File: src/rtl/pmp_check_pipe.sv
// Two-stage PMP checker: S1 holds the request and evaluates per-entry hits,
// S2 holds the priority-selected result and permission driving the response.

module pmp_entry_match #(
   parameter int ADDR_WIDTH = 32
) (
   input  logic [1:0]            mode,
   input  logic [ADDR_WIDTH-1:0] req_addr,
   input  logic [ADDR_WIDTH-1:0] ent_addr,
   input  logic [ADDR_WIDTH-1:0] prev_addr,
   input  logic [ADDR_WIDTH-1:0] napot_mask,
   output logic                  hit
);
   always_comb begin
      hit = 1'b0;
      unique case (mode)
         // an empty TOR range (prev >= addr) falls out of this compare naturally
         2'b01:   hit = (req_addr >= prev_addr) && (req_addr < ent_addr);
         2'b10:   hit = (req_addr == ent_addr);
         2'b11:   hit = ((req_addr & napot_mask) == (ent_addr & napot_mask));
         default: hit = 1'b0;
      endcase
   end
endmodule

module pmp_check_pipe #(
   parameter int ADDR_WIDTH = 32,
   parameter int NUM_ENTRY  = 8,
   parameter int IDX_W      = (NUM_ENTRY > 1) ? $clog2(NUM_ENTRY) : 1
) (
   input  logic                  clk,
   input  logic                  rst,
   input  logic                  cfg_wr_en,
   input  logic [IDX_W-1:0]      cfg_wr_idx,
   input  logic [7:0]            cfg_wr_cfg,
   input  logic [ADDR_WIDTH-1:0] cfg_wr_addr,
   input  logic                  req_vld,
   output logic                  req_rdy,
   input  logic [ADDR_WIDTH-1:0] req_addr,
   input  logic [1:0]            req_type,
   input  logic                  req_priv_m,
   output logic                  rsp_vld,
   input  logic                  rsp_rdy,
   output logic                  rsp_allow,
   output logic                  rsp_hit,
   output logic [IDX_W-1:0]      rsp_hit_idx
);
   logic [NUM_ENTRY-1:0][7:0]            cfg_q;
   logic [NUM_ENTRY-1:0][ADDR_WIDTH-1:0] addr_q;
   logic [NUM_ENTRY-1:0][ADDR_WIDTH-1:0] mask_q;
   logic [NUM_ENTRY-1:0]                 lock;
   logic [NUM_ENTRY-1:0]                 hit_vec;
   logic                                 wr_ok;
   logic                                 unused_cfg;

   logic                  s1_vld, s2_vld, adv;
   logic [ADDR_WIDTH-1:0] s1_addr;
   logic [1:0]            s1_type;
   logic                  s1_priv;
   logic                  sel_hit, sel_allow;
   logic [IDX_W-1:0]      sel_idx;
   logic [7:0]            sel_cfg;

   // ---------------- entry table ----------------
   always_comb begin
      wr_ok = 1'b0;
      for (int i = 0; i < NUM_ENTRY; i++)
         if (cfg_wr_idx == IDX_W'(i)) wr_ok = !lock[i];
   end

   always_ff @(posedge clk) begin
      if (rst) begin
         cfg_q  <= '0;
         addr_q <= '0;
         mask_q <= '0;
      end else if (cfg_wr_en && wr_ok) begin
         cfg_q[cfg_wr_idx]  <= cfg_wr_cfg;
         addr_q[cfg_wr_idx] <= cfg_wr_addr;
         mask_q[cfg_wr_idx] <= ~(cfg_wr_addr ^ (cfg_wr_addr + ADDR_WIDTH'(1)));
      end
   end

   always_comb begin
      unused_cfg = 1'b0;
      for (int i = 0; i < NUM_ENTRY; i++) unused_cfg = unused_cfg ^ (^cfg_q[i][6:5]);
   end

   for (genvar i = 0; i < NUM_ENTRY; i++) begin : g_ent
      logic [ADDR_WIDTH-1:0] prev;
      if (i == 0) begin : g_first
         assign prev = '0;
      end else begin : g_rest
         assign prev = addr_q[i-1];
      end
      // a locked TOR entry above also freezes this entry, since it is its lower bound
      if (i + 1 < NUM_ENTRY) begin : g_lk
         assign lock[i] = cfg_q[i][7] | (cfg_q[i+1][7] & (cfg_q[i+1][4:3] == 2'b01));
      end else begin : g_lk_last
         assign lock[i] = cfg_q[i][7];
      end
      pmp_entry_match #(.ADDR_WIDTH(ADDR_WIDTH)) u_match (
         .mode       (cfg_q[i][4:3]),
         .req_addr   (s1_addr),
         .ent_addr   (addr_q[i]),
         .prev_addr  (prev),
         .napot_mask (mask_q[i]),
         .hit        (hit_vec[i])
      );
   end

   // ---------------- priority select and permission ----------------
   always_comb begin
      sel_hit = 1'b0;
      sel_idx = '0;
      sel_cfg = '0;
      for (int i = NUM_ENTRY - 1; i >= 0; i--) begin
         if (hit_vec[i]) begin
            sel_hit = 1'b1;
            sel_idx = IDX_W'(i);
            sel_cfg = cfg_q[i];
         end
      end
      sel_allow = s1_priv;
      if (sel_hit) begin
         unique case (s1_type)
            2'b00:   sel_allow = sel_cfg[0];
            2'b01:   sel_allow = sel_cfg[1];
            2'b10:   sel_allow = sel_cfg[2];
            default: sel_allow = 1'b0;
         endcase
         if (s1_priv && !sel_cfg[7] && s1_type != 2'b11) sel_allow = 1'b1;
      end
   end

   // ---------------- pipeline ----------------
   assign adv     = !s2_vld | rsp_rdy;
   assign req_rdy = !rst & (!s1_vld | adv);
   assign rsp_vld = s2_vld;

   always_ff @(posedge clk) begin
      if (rst) begin
         s1_vld      <= 1'b0;
         s2_vld      <= 1'b0;
         rsp_allow   <= 1'b0;
         rsp_hit     <= 1'b0;
         rsp_hit_idx <= '0;
      end else begin
         if (req_vld && req_rdy) s1_vld <= 1'b1;
         else if (adv)           s1_vld <= 1'b0;
         if (adv) begin
            s2_vld <= s1_vld;
            if (s1_vld) begin
               rsp_allow   <= sel_allow;
               rsp_hit     <= sel_hit;
               rsp_hit_idx <= sel_idx;
            end
         end
      end
   end

   always_ff @(posedge clk) begin
      if (req_vld && req_rdy) begin
         s1_addr <= req_addr;
         s1_type <= req_type;
         s1_priv <= req_priv_m;
      end
   end
endmodule
File: config.mk
export PLATFORM = sky130hd
export DESIGN_NAME = pmp_check_pipe
export DESIGN_NICKNAME = d
export VERILOG_FILES = /design/src/rtl/pmp_check_pipe.sv
export SDC_FILE = /design/constraint.sdc
export NUM_CORES = 2
export LEC_CHECK = 0
export CORE_ASPECT_RATIO = 1.1
export CORE_MARGIN = 1
export CORE_UTILIZATION = 40
export CTS_BUF_LIST = sky130_fd_sc_hd__clkbuf_8
export DETAILED_ROUTE_END_ITERATION = 7
export GPL_TIMING_DRIVEN = 0
export HOLD_SLACK_MARGIN = 0.15
export SYNTH_ARGS = -nofsm -noshare
export SYNTH_HDL_FRONTEND = slang
export SYNTH_SLANG_ARGS = --single-unit
export TNS_END_PERCENT = 30
File: constraint.sdc
create_clock -name clk -period 5.6 [get_ports clk]
set_input_delay 1.4 -clock clk [delete_from_list [all_inputs] [get_ports clk]]
set_output_delay 1.4 -clock clk [all_outputs]
set_load 0.01 [all_outputs]
==> impl_summary.log <==
[metrics] result of the run: complete, but fails checks
[metrics] failing checks: max-capacitance violations, max-slew violations, negative setup slack
[metrics] grt ovf: 0
[metrics] Worst setup startpoint: cfg_wr_addr[0]
[metrics] arithmetic-cell share of the synthesized area counting full adders, half adders and majority gates: 0.103
[metrics] top cells by area, synth: sky130_fd_sc_hd__dfxtp_1 (36%), sky130_fd_sc_hd__ha_1 (10%), sky130_fd_sc_hd__nand2_1 (8.2%), sky130_fd_sc_hd__xor2_1 (7.0%), sky130_fd_sc_hd__a21oi_1 (6.9%)
[metrics] worst setup timing slack at the placement stage: -1900 ps
[metrics] Worst Clk Skew: just over 70 ps
[metrics] Min-Delay Startpoint: rsp_hit_idx[1]$_SDFFE_PP0P_
[metrics] Max clock buf depth: 3
[metrics] most common cell in the synthesized netlist: sky130_fd_sc_hd__nand2_1
[metrics] depth of the worst register-to-register path: 11
[metrics] Slew Limit Fails: 2
[metrics] syn_nets: 4,146
[metrics] antenna violations before repair: 15
[metrics] die outline area: around 0.08 mm²
[metrics] Power Internal: 6930 µW
[metrics] clock group share of total power: 0.431
[metrics] total number of yosys warnings: 0
[metrics] final worst setup slack: -61.1 ps
[metrics] proportion of synthesized area in mux cells: 0.000322
[metrics] fraction of layout instances using a drive strength above 1: 0.0600
[metrics] startpoint kind of the worst setup timing path: primary input
[metrics] worst ir drop on vdd: 0.196 mV
[metrics] kind of end point of the critical path: flop
[metrics] Clock Tree Root: sky130_fd_sc_hd__clkbuf_8
[metrics] GP Congestion: 1.09
[metrics] RSZ-0062 raised after global routing: false
[metrics] Required @ worst endpoint: 6150 ps
[metrics] share of power burned in combinational logic: 0.111
[metrics] non-filler cells in the finished layout: 5,087
[metrics] first-pass GRT wire length: 209,000 µm
[metrics] die height: 294 µm
[metrics] area share of the largest cell type after synthesis: 0.360
[metrics] Synth Flop Type: sky130_fd_sc_hd__dfxtp_1
[metrics] worst skew pair latency: 770 ps
[metrics] chain of cells forming the critical path: clkdlybuf4s50_1, buf_4, nand3_1, nor2_4, and3_1, buf_4, and3_1, buf_4, and3_1, buf_4, and3_1, buf_4, and3_1, buf_2, and3_1, clkbuf_4, and3_1, buf_2, a211oi_1
[metrics] number of unique standard cell types used by synthesis: 83
[metrics] Die X: approximately 270 µm
[metrics] critical path's slowest cell: sky130_fd_sc_hd__clkdlybuf4s50_1
[metrics] Initial Util: 0.406
[metrics] total setup violations reported at the end of the flow: 8
[metrics] Post-CTS Hold Fix Bufs: 0
[metrics] Fin. Hold Viols: 0
[metrics] Reg2Reg Capture Point: rsp_allow$_SDFFE_PP0P_
[metrics] highest net fanout along the worst path: 10
[metrics] cell family contributing the most delay on the critical path: buffers and inverters
[metrics] Detail Placement HPWL: 116,000 µm
[metrics] row count: 106
[metrics] max-cap check violation count: 3
[metrics] flip-flop and latch count after synthesis: 594
[metrics] number of synthesized flops with an enable pin: 35
[metrics] cell leakage power: 0.0127 µW
[metrics] clk slew on worst S/H paths: around 60 ps
[metrics] drt first pass iters: 6
[metrics] area of the core: 0.0765 mm²
[metrics] arrival time at the worst endpoint: 6210 ps
[metrics] setup slack of the most critical reg-to-reg path: 120 ps
[metrics] synthesized-area fraction occupied by ao, oa, aoi and oai cells: 0.193
[metrics] switching fraction of total power: 0.296
[metrics] Final #Nets: 4,314
[metrics] hold path depth: 2
[metrics] routed wire length per instance: 29.7 µm
[metrics] beginning of the worst register-to-register path: s1_addr[21]$_DFFE_PP_
[metrics] clock tree from TritonCTS: done
[metrics] classification of the worst-slack hold path: flop to flop
[metrics] largest family of logic cells by synthesized area: compound AO/OA/AOI/OAI gates
[metrics] Gate Count Post-Synth: 3,806
[metrics] final cell area excluding filler cells: roughly 0.035 mm²
[metrics] IO Port Bufs: 57
[metrics] Netlist Area Pre-Place: 0.0311 mm²
[metrics] power density normalized to cell area: 280 mW/mm²
[metrics] hold endpoint: rsp_hit_idx[1]$_SDFFE_PP0P_
[metrics] Synth Area in XOR/XNOR: 0.0702
[metrics] maximum cell stage delay along the critical path: 570 ps
[metrics] Mapped Avg Cell Area: 8.17 µm²
[metrics] share of async-settable or async-resettable flops after synthesis: 0
[metrics] global-route total usage across every layer: 0.378
[metrics] via count of the first global-routing pass: 27,800
[metrics] routed via count: 30,300
[metrics] number of cells after detailed placement: 4,892
[metrics] count of pins on the block boundary: 90
[metrics] Sequential Power Share: 0.458
[metrics] fin crit share: 1.01
[metrics] dominant cell type by area after synthesis: sky130_fd_sc_hd__dfxtp_1
[metrics] vias per cell: a little under 6
[metrics] P&R area growth vs syn: 13.2%
[metrics] detailed router's first-iteration violation count: 4,048
[metrics] number of clock buffers inserted by TritonCTS: 104
[metrics] tightest slew margin relative to the limit: -0.0343
[metrics] sinks on the clock net: 594
[metrics] number of levels in the clock H-tree: 3
[metrics] setup TNS: -229 ps
[metrics] total placed instance area: around 0.033 mm²
[metrics] most frequent cells after synthesis: sky130_fd_sc_hd__nand2_1 (675), sky130_fd_sc_hd__dfxtp_1 (559), sky130_fd_sc_hd__a21oi_1 (428)
[metrics] maximum achievable frequency: 0.177 GHz
[metrics] category of the critical setup timing path: primary input to flop
[metrics] hold slack: about 450 ps
[metrics] number of buffer and inverter instances along the worst setup path: 9
[metrics] area fraction in and, or, nand and nor cells after synthesis: 0.170
[metrics] total length of routed wires: 151,000 µm
[metrics] pin count of the biggest net entering global routing: 20
[metrics] slew of the pin with the lowest slew margin: approximately 1500 ps
[metrics] final routed DRC violation total: 0
[metrics] minimum period implied by the final worst setup slack: 5660 ps
[metrics] power spent charging and discharging nets: 2920 µW
[metrics] CP most frequent cell: sky130_fd_sc_hd__and3_1
[metrics] sequential element share of the synthesized area: 0.394
[metrics] count of antenna-violating nets left after detailed routing: 0
## cell families after synthesis
group | after synthesis
adders and majority gates | 257
buffers and inverters | 543
and+or+nand+nor | 1224
AOI/OAI and AO/OA | 938
DFF | 594
xor gates and xnor gates | 249
muxes | 1
## how the worst max path moves through the flow
stage	to	slack, ps	cells after the start
final	mask_q[127]$_SDFFE_PP0P_	-60	19
after detailed placement	mask_q[95]$_SDFFE_PP0P_	-1900	19
after global routing	mask_q[127]$_SDFFE_PP0P_	1	19
after CTS	mask_q[127]$_SDFFE_PP0P_	90	19
after floorplan	mask_q[222]$_SDFFE_PP0P_	1180	19
after global placement	mask_q[255]$_SDFFE_PP0P_	-1850	19
## per-layer routing
layer | track usage | vias to the layer above | share of wire
met5 | 0 | - | 0.00050
met4 | 0.299 | 12 | 0.086
met3 | 0.0961 | 462 | 0.11
met2 | 0.562 | 1897 | 0.43
met1 | 0.464 | 14500 | 0.38
li1 | - | 13500 | -
## flip-flops by register name, indices dropped and copies added (netlist names)
name / cells
mask_q: 248
g_ent.prev: 224
cfg_q: 48
addr_q: 32
s1_addr: 32
rsp_hit_idx: 3
s1_type: 2
rsp_allow: 1
rsp_hit: 1
rsp_vld: 1
s1_priv: 1
s1_vld: 1
## what timing repair did
| item | 4_1_cts | 5_1_grt |
|---|---|---|
| resized for setup | 6 | 2 |
| setup endpoints to repair | 40 | 16 |
| buffers inserted | 2 | 0 |
| pin swaps | 2 | 0 |
## cell usage in the layout, fill, tap and decap left out, drive strengths merged, types with 123 or more instances in the layout
cell    instances
a211oi        253
a21oi         428
a22oi         123
clkbuf        342
dfxtp         559
ha            257
inv           301
nand2         675
nor2          292
xor2          248
## per-stage QoR
step           total power [µW]  utilization
6_report                   9850        0.460
3_5_place_dp               5640        0.431
3_3_place_gp               5630        0.430
4_1_cts                    9770        0.459
5_1_grt                   10100        0.460
2_1_floorplan              5130            -
## final cells by class
cell class              count  area, µm²
clock buffers             134       1840
flip-flops and latches    594      12200
multi-input cells        2669      16700
diodes                     11       27.5
inverters                 267       1000
plain buffers             276       1160
repair buffers             62        624
clock inverters            48        278
fillers                  7839      41300
well taps                1026       1280
## power groups by stage
stage | combinational (µW) | clock [µW] | sequential (µW)
floorplan | 594 | 0 | 4540
global placement | 1040 | 0 | 4590
detailed placement | 1050 | 0 | 4590
CTS | 1050 | 4220 | 4500
global route | 1150 | 4410 | 4510
finish | 1100 | 4250 | 4510
## worst reg2reg max path, cell delays in order (launching register included)
cell and delay, ps:
sky130_fd_sc_hd__edfxtp_1 620, sky130_fd_sc_hd__ha_1 420, sky130_fd_sc_hd__nand4_1 340, sky130_fd_sc_hd__nor4_1 1300
sky130_fd_sc_hd__o41ai_1 530, sky130_fd_sc_hd__o211ai_1 270, sky130_fd_sc_hd__o41ai_2 210, sky130_fd_sc_hd__or4_1 510
sky130_fd_sc_hd__or4_4 470, sky130_fd_sc_hd__or3_1 320, sky130_fd_sc_hd__and4_4 180, sky130_fd_sc_hd__a311oi_2 220
No activity file was read; power rests on OpenSTA's default activity.
